[src/rtl/ram_arbiter.sv]
// Two-requester round-robin arbiter and access sequencer for a shared single-port
// word RAM with registered read: every access runs IDLE -> ACCESS -> CAPTURE.
module ram_arbiter #(
  parameter int ADDR_W = 1,
  parameter int DATA_W = 16
) (
  input  logic              cl,
  input  logic              rst,
  input  logic              req0,
  input  logic              we0,
  input  logic [ADDR_W-1:0] addr0,
  input  logic [DATA_W-1:0] wdata0,
  output logic              ack0,
  output logic [DATA_W-1:0] rdata0,
  input  logic              req1,
  input  logic              we1,
  input  logic [ADDR_W-1:0] addr1,
  input  logic [DATA_W-1:0] wdata1,
  output logic              ack1,
  output logic [DATA_W-1:0] rdata1,
  output logic              busy,
  output logic              ram_st,
  output logic [ADDR_W-1:0] ram_ad,
  output logic [DATA_W-1:0] ram_x,
  input  logic [DATA_W-1:0] ram_y
);

  typedef enum logic [1:0] {
    IDLE    = 2'd0,
    ACCESS  = 2'd1,
    CAPTURE = 2'd2
  } state_e;

  state_e              state_q, state_d;
  logic                g_q, g_d;            // index of the requester being served
  logic                we_q, we_d;
  logic                last_q, last_d;
  logic                ack0_q, ack0_d;
  logic                ack1_q, ack1_d;
  logic [DATA_W-1:0]   rdata0_q, rdata0_d;
  logic [DATA_W-1:0]   rdata1_q, rdata1_d;
  logic                ram_st_q, ram_st_d;
  logic [ADDR_W-1:0]   ram_ad_q, ram_ad_d;
  logic [DATA_W-1:0]   ram_x_q, ram_x_d;

  logic                elig0, elig1, gnt;

  always_comb begin
    // NOTE: every signal gets a default before the case so no path infers a latch.
    state_d  = state_q;
    g_d      = g_q;
    we_d     = we_q;
    last_d   = last_q;
    ack0_d   = 1'b0;
    ack1_d   = 1'b0;
    rdata0_d = rdata0_q;
    rdata1_d = rdata1_q;
    ram_st_d = 1'b0;
    ram_ad_d = ram_ad_q;
    ram_x_d  = ram_x_q;
    // A requester acked this cycle is skipped so its still-high req is not re-granted.
    elig0    = req0 & ~ack0_q;
    elig1    = req1 & ~ack1_q;
    gnt      = (elig0 && elig1) ? ~last_q : elig1;

    unique case (state_q)
      IDLE: begin
        if (elig0 || elig1) begin
          state_d  = ACCESS;
          g_d      = gnt;
          last_d   = gnt;
          we_d     = gnt ? we1    : we0;
          ram_st_d = gnt ? we1    : we0;
          ram_ad_d = gnt ? addr1  : addr0;
          ram_x_d  = gnt ? wdata1 : wdata0;
        end
      end
      ACCESS: begin
        state_d = CAPTURE;
      end
      CAPTURE: begin
        state_d = IDLE;
        if (g_q) begin
          ack1_d = 1'b1;
          if (!we_q) rdata1_d = ram_y;
        end else begin
          ack0_d = 1'b1;
          if (!we_q) rdata0_d = ram_y;
        end
      end
      default: state_d = IDLE;
    endcase
  end

  // NOTE: state registers use non-blocking assignments so all flops update together.
  always_ff @(posedge cl or posedge rst) begin
    if (rst) begin
      state_q  <= IDLE;
      g_q      <= 1'b0;
      we_q     <= 1'b0;
      last_q   <= 1'b1;
      ack0_q   <= 1'b0;
      ack1_q   <= 1'b0;
      rdata0_q <= '0;
      rdata1_q <= '0;
      ram_st_q <= 1'b0;
      ram_ad_q <= '0;
      ram_x_q  <= '0;
    end else begin
      state_q  <= state_d;
      g_q      <= g_d;
      we_q     <= we_d;
      last_q   <= last_d;
      ack0_q   <= ack0_d;
      ack1_q   <= ack1_d;
      rdata0_q <= rdata0_d;
      rdata1_q <= rdata1_d;
      ram_st_q <= ram_st_d;
      ram_ad_q <= ram_ad_d;
      ram_x_q  <= ram_x_d;
    end
  end

  assign ack0   = ack0_q;
  assign ack1   = ack1_q;
  assign rdata0 = rdata0_q;
  assign rdata1 = rdata1_q;
  assign busy   = (state_q != IDLE);
  assign ram_st = ram_st_q;
  assign ram_ad = ram_ad_q;
  assign ram_x  = ram_x_q;

endmodule

[config.mk]
export PLATFORM = sky130hd
export DESIGN_NAME = ram_arbiter
export DESIGN_NICKNAME = d
export VERILOG_FILES = /design/src/rtl/ram_arbiter.sv
export SDC_FILE = /design/constraint.sdc
export NUM_CORES = 1
export LEC_CHECK = 0
export CORE_ASPECT_RATIO = 0.7
export CORE_MARGIN = 2
export CORE_UTILIZATION = 43
export DETAILED_ROUTE_END_ITERATION = 12
export GPL_TIMING_DRIVEN = 1
export MAX_ROUTING_LAYER = met4
export PLACE_DENSITY = 0.87
export REMOVE_ABC_BUFFERS = 1
export SLEW_MARGIN = 20
export SYNTH_ARGS = -nofsm -noshare
export SYNTH_HDL_FRONTEND = slang
export SYNTH_SLANG_ARGS = --single-unit
[constraint.sdc]
create_clock -name cl -period 2.35 [get_ports cl]
set_input_delay 0.47 -clock cl [delete_from_list [all_inputs] [get_ports cl]]
set_output_delay 0.47 -clock cl [all_outputs]
set_load 0.1 [all_outputs]
### Yosys cells after proc, flatten, opt, wreduce, memory -nomap -nowiden

Index checks and enable logic that the tools add are counted.

* register bits: 57
* bits of input ports: 56
* output and inout bits: 53
* word-level logic and storage cells: 40

* equal/unequal tests: 3
* multiplexer cells: 12
* bitwise gates (word level): 7
* reductions and logical operators: 7

Operators with widths (number)
* $mux W16: 1
* $mux W1: 9
* $reduce_and A3 Y1: 2
* $not A1 Y1: 5
* $pmux W2 S2: 1
* $and A1 B1 Y1: 2
* $eq A2 B1 Y1 const B: 1
* $eq A2 B2 Y1 const B: 1
* $logic_not A2 Y1: 1
* $mux W2: 1
* $ne A2 B2 Y1 const B: 1
* $reduce_and A2 Y1: 1
* $reduce_bool A2 Y1: 1
* $logic_and A1 B1 Y1: 1
* $logic_or A1 B1 Y1: 1

### Longest topological paths before layout

* word-level depth: 7
* depth in mapped cells: 5
* depth with buffers taken out: 3

### Worst setup path before layout

No wires, ideal clock.

* path kind: register to register
* start: register ack0_q, in the netlist ack0
* end: register ram_x_q[1], in the netlist ram_x[1]
* setup time: 80 ps
* arrival: 1846 ps
* required time: 2270 ps
* slack: 424 ps
* cell stages (with the launch flop): 6
* buffers on the path: 2
* period minus slack after synthesis: 1926 ps
* cell sequence: dfrtp_1 -> nand2b_1 -> buf_2 -> clkbuf_1 -> a221oi_1 -> a2bb2oi_1

* cells in the longest elaborated chain, start to end: 5
* elaborated cells on any way between the ends: 7
* those cells by class: mux (2); bitwise (2); reduce/logical (3)

Ends and longest elaborated chain
* start: declaration: RTL line 38 `logic ack0_q, ack0_d;`
* start signal: assignment: RTL line 114 `ack0_q <= ack0_d;`
* $not A1 Y1 (*): RTL line 62 `elig0 = req0 & ~ack0_q;`
* $and A1 B1 Y1 (*): RTL line 62
* $logic_and A1 B1 Y1: RTL line 64 `gnt = (elig0 && elig1) ? ~last_q : elig1;`
* $mux W1: RTL line 64
* $mux W16: RTL line 75 `ram_x_d = gnt ? wdata1 : wdata0;`
* end signal: assignment: RTL line 120 `ram_x_q <= ram_x_d;`
* end: declaration: RTL line 44 `logic [DATA_W-1:0] ram_x_q, ram_x_d;`

Every way passes the cells marked *; elsewhere a longest branch is shown, timed or not.
A chain may end at the register's enable or synchronous reset.

### Final worst setup path

* start: register state_q[1]
* end: output port busy

* cells in the longest elaborated chain, start to end: 1

Ends and longest elaborated chain
* start: declaration: RTL line 34 `state_e state_q, state_d;`
* start signal: assignment: RTL line 110 `state_q <= state_d;`
* $reduce_bool A2 Y1: RTL line 128 `assign busy = (state_q != IDLE);`
* end: declaration: RTL line 21 `output logic busy,`

Every way passes these cells.

==> flow_metrics.tcl <==
set metrics [dict create \
    final_util_pct 66.74 \
    ctsHoldBuffers 0 \
    crit_type "reg -> out" \
    min_period_ns 1.861 \
    fmax_mhz 537.4 \
    io_buffers 108 \
    period_share_pct 79.19 \
    critical-path-top-delay-family "simple AND/OR/NAND/NOR gates" \
    grtUsageTotal_pct 20.88 \
    wl_per_cell_um 16.76 \
    finalSetupTns_ns 0 \
    rows 23 \
    rsz0062_at_grt "false" \
    clock_latency_ns 0.33 \
    final_hold_viol_count 0 \
    wirelength_um 6554 \
    ys_seq_elements 57 \
    final_nets 367 \
    postRouteAntennaNets 0 \
    clockBufferDepth 2 \
    overflow 0 \
    place_congestion 0.8418 \
    start_kind "register" \
    tritoncts "built" \
    crit_path_end_kind "output pin" \
    drc 0 \
    arrival_ns 1.39 \
    synthTopCellsByCount "56 x dfrtp_1, 24 x mux2_2, 19 x and3b_1" \
    diodes 0 \
    synth_top_area_cell "dfrtp_1" \
    grt_max_degree 58 \
    placed_cells 375 \
    crit_chain "or2_1 > buf_12" \
    synth-async-reset-ratio_pct 100.0 \
    yosys-top-cells-area "dfrtp_1 53%, mux2_2 10%, and3b_1 6.2%" \
    critPathMaxFanout 9 \
    grt_pass1_wl_um 10990 \
    worst_slew_margin_rel_pct 62.48 \
    synth-main-ff-cell "dfrtp_1" \
    regArea_sq_mm 0.001428 \
    post_cts_resized 0 \
    numCtsBuffers 9 \
    yosysUniqueCellTypes 26 \
    syn2layout_area_growth_pct 46.29 \
    die_area_sq_mm 0.006853 \
    drv_slew 0 \
    via_per_inst 5.361 \
    fp.dieH_um 69.87 \
    worstHoldPathType "reg -> reg" \
    place_hpwl_um 4626 \
    nFillCells 439 \
    antenna_found_initial 0 \
    multiInputGateArea_sq_mm 0.001110 \
    ios 109 \
    drive_gt1_share_pct 38.29 \
    firstDrtPassIters 4 \
    path_clk_slew_ns 0.06 \
    yosysMostFrequentCell "dfrtp_1" \
    die_x_um 98.10 \
    synth_edf_count 0 \
    grt_pass1_vias 2157 \
    core_area_sq_mm 0.005842 \
    syn_avg_cell_area_sq_um 13.53 \
    synth_top_area_share_pct 52.58 \
    max-cap-violations 0 \
    required_ns 1.88 \
    drt_iter0_markers 94 \
    numClockSinks 57 \
    crit_buf_inv 1 \
    start_util_pct 45.62 \
    status "completed" \
    synth-seq-area-share_pct 53.57 \
    netlist_area_sq_mm 0.002665 \
    vias 2096 \
    yosys_warnings 0 \
    skew_ns 0.009363 \
    crit_slowest_cell "or2_1" \
    htree_levels 3 \
    cts_root_buf "clkbuf_8" \
    postSynthCellCount 197 \
    post_cts_buffers 0 \
    tightest_slew_ns 0.5627 \
    setup_viol 0 \
    max_stage_delay_ns 0.42 \
    final_cells 391 \
]
==> cell type report <==
| type | instances | area share [%] |
|---|---|---|
| clock inverters | 5 | 1.412 |
| repair buffers | 120 | 27.28 |
| inverters | 2 | 0.1926 |
| multi-input cells | 121 | 28.47 |
| flip-flops and latches | 57 | 36.62 |
| clock buffers | 11 | 3.626 |
| well taps | 75 | 2.407 |
==> path summary, 6_finish.rpt <==
path | from | end | slack (ns) | cells after the start
setup / recovery | state_q[1] | busy | 0.49 | 2
hold / removal | state_q[1] | state_q[1] | 0.50 | 1
setup reg to reg | state_q[1] | ram_st | 0.66 | 4
hold reg to reg | state_q[1] | state_q[1] | 0.50 | 1
max in group asynchronous | rst | last_q | 1.53 | 3
min in group asynchronous | rst | rdata1[3] | 0.52 | 3
==> routing by layer <==
layer	vias to the layer above	routed length [um]	GRT usage, %
met3	10	491	6.206
met1	1014	2886	28.05
li1	979	-	-
met4	0	101	7.407
met2	93	3075	30.29
met5	-	0	-
==> cell families (layout without fill, tap and decap cells) <==
logic type	count (synthesis)	in the layout	synth area share (%)
and+or+nand+nor	31	31	9.765
muxes	34	34	15.77
AOI/OAI and AO/OA	56	56	16.10
DFF	57	57	53.57
buffers and inverters	19	138	4.788
==> cells in the final DEF (no fill, tap or decap), types with 3 or more instances in the layout <==
master            n
and3b_1          19
clkbuf_8         10
a221oi_1         18
dfrtp_1          56
clkdlybuf4s50_1  55
mux2_4           10
o21ai_0          16
mux2_2           24
a2bb2oi_1        18
buf_4            63
nor2_1            3
==> through the flow <==
| stage | setup WS [ns] | instance area, sq um | hold WS [ns] |
|---|---|---|---|
| 6_report | 0.4891 | 3899 | 0.5006 |
| 5_1_grt | 0.4413 | 3899 | 0.5149 |
| 4_1_cts | 0.4753 | 3899 | 0.5015 |
| 3_5_place_dp | 0.2902 | 3702 | 0.4930 |
| 3_3_place_gp | 0.3603 | 3702 | 0.4868 |
| 2_1_floorplan | -0.2745 | 2545 | 0.4736 |
==> state kept, by name, indices dropped and copies added (netlist names) <==
| signal | cells |
|---|---|
| rdata0 | 16 |
| ram_ad | 1 |
| state_q | 2 |
| g_q | 1 |
| ram_st | 1 |
| we_q | 1 |
| rdata1 | 16 |
| ram_x | 16 |
| ack0 | 1 |
| last_q | 1 |
| ack1 | 1 |
Power is left out: the tool's default activity adds up to more than one toggle a clock period on the data nets, which glitch-free logic cannot reach.
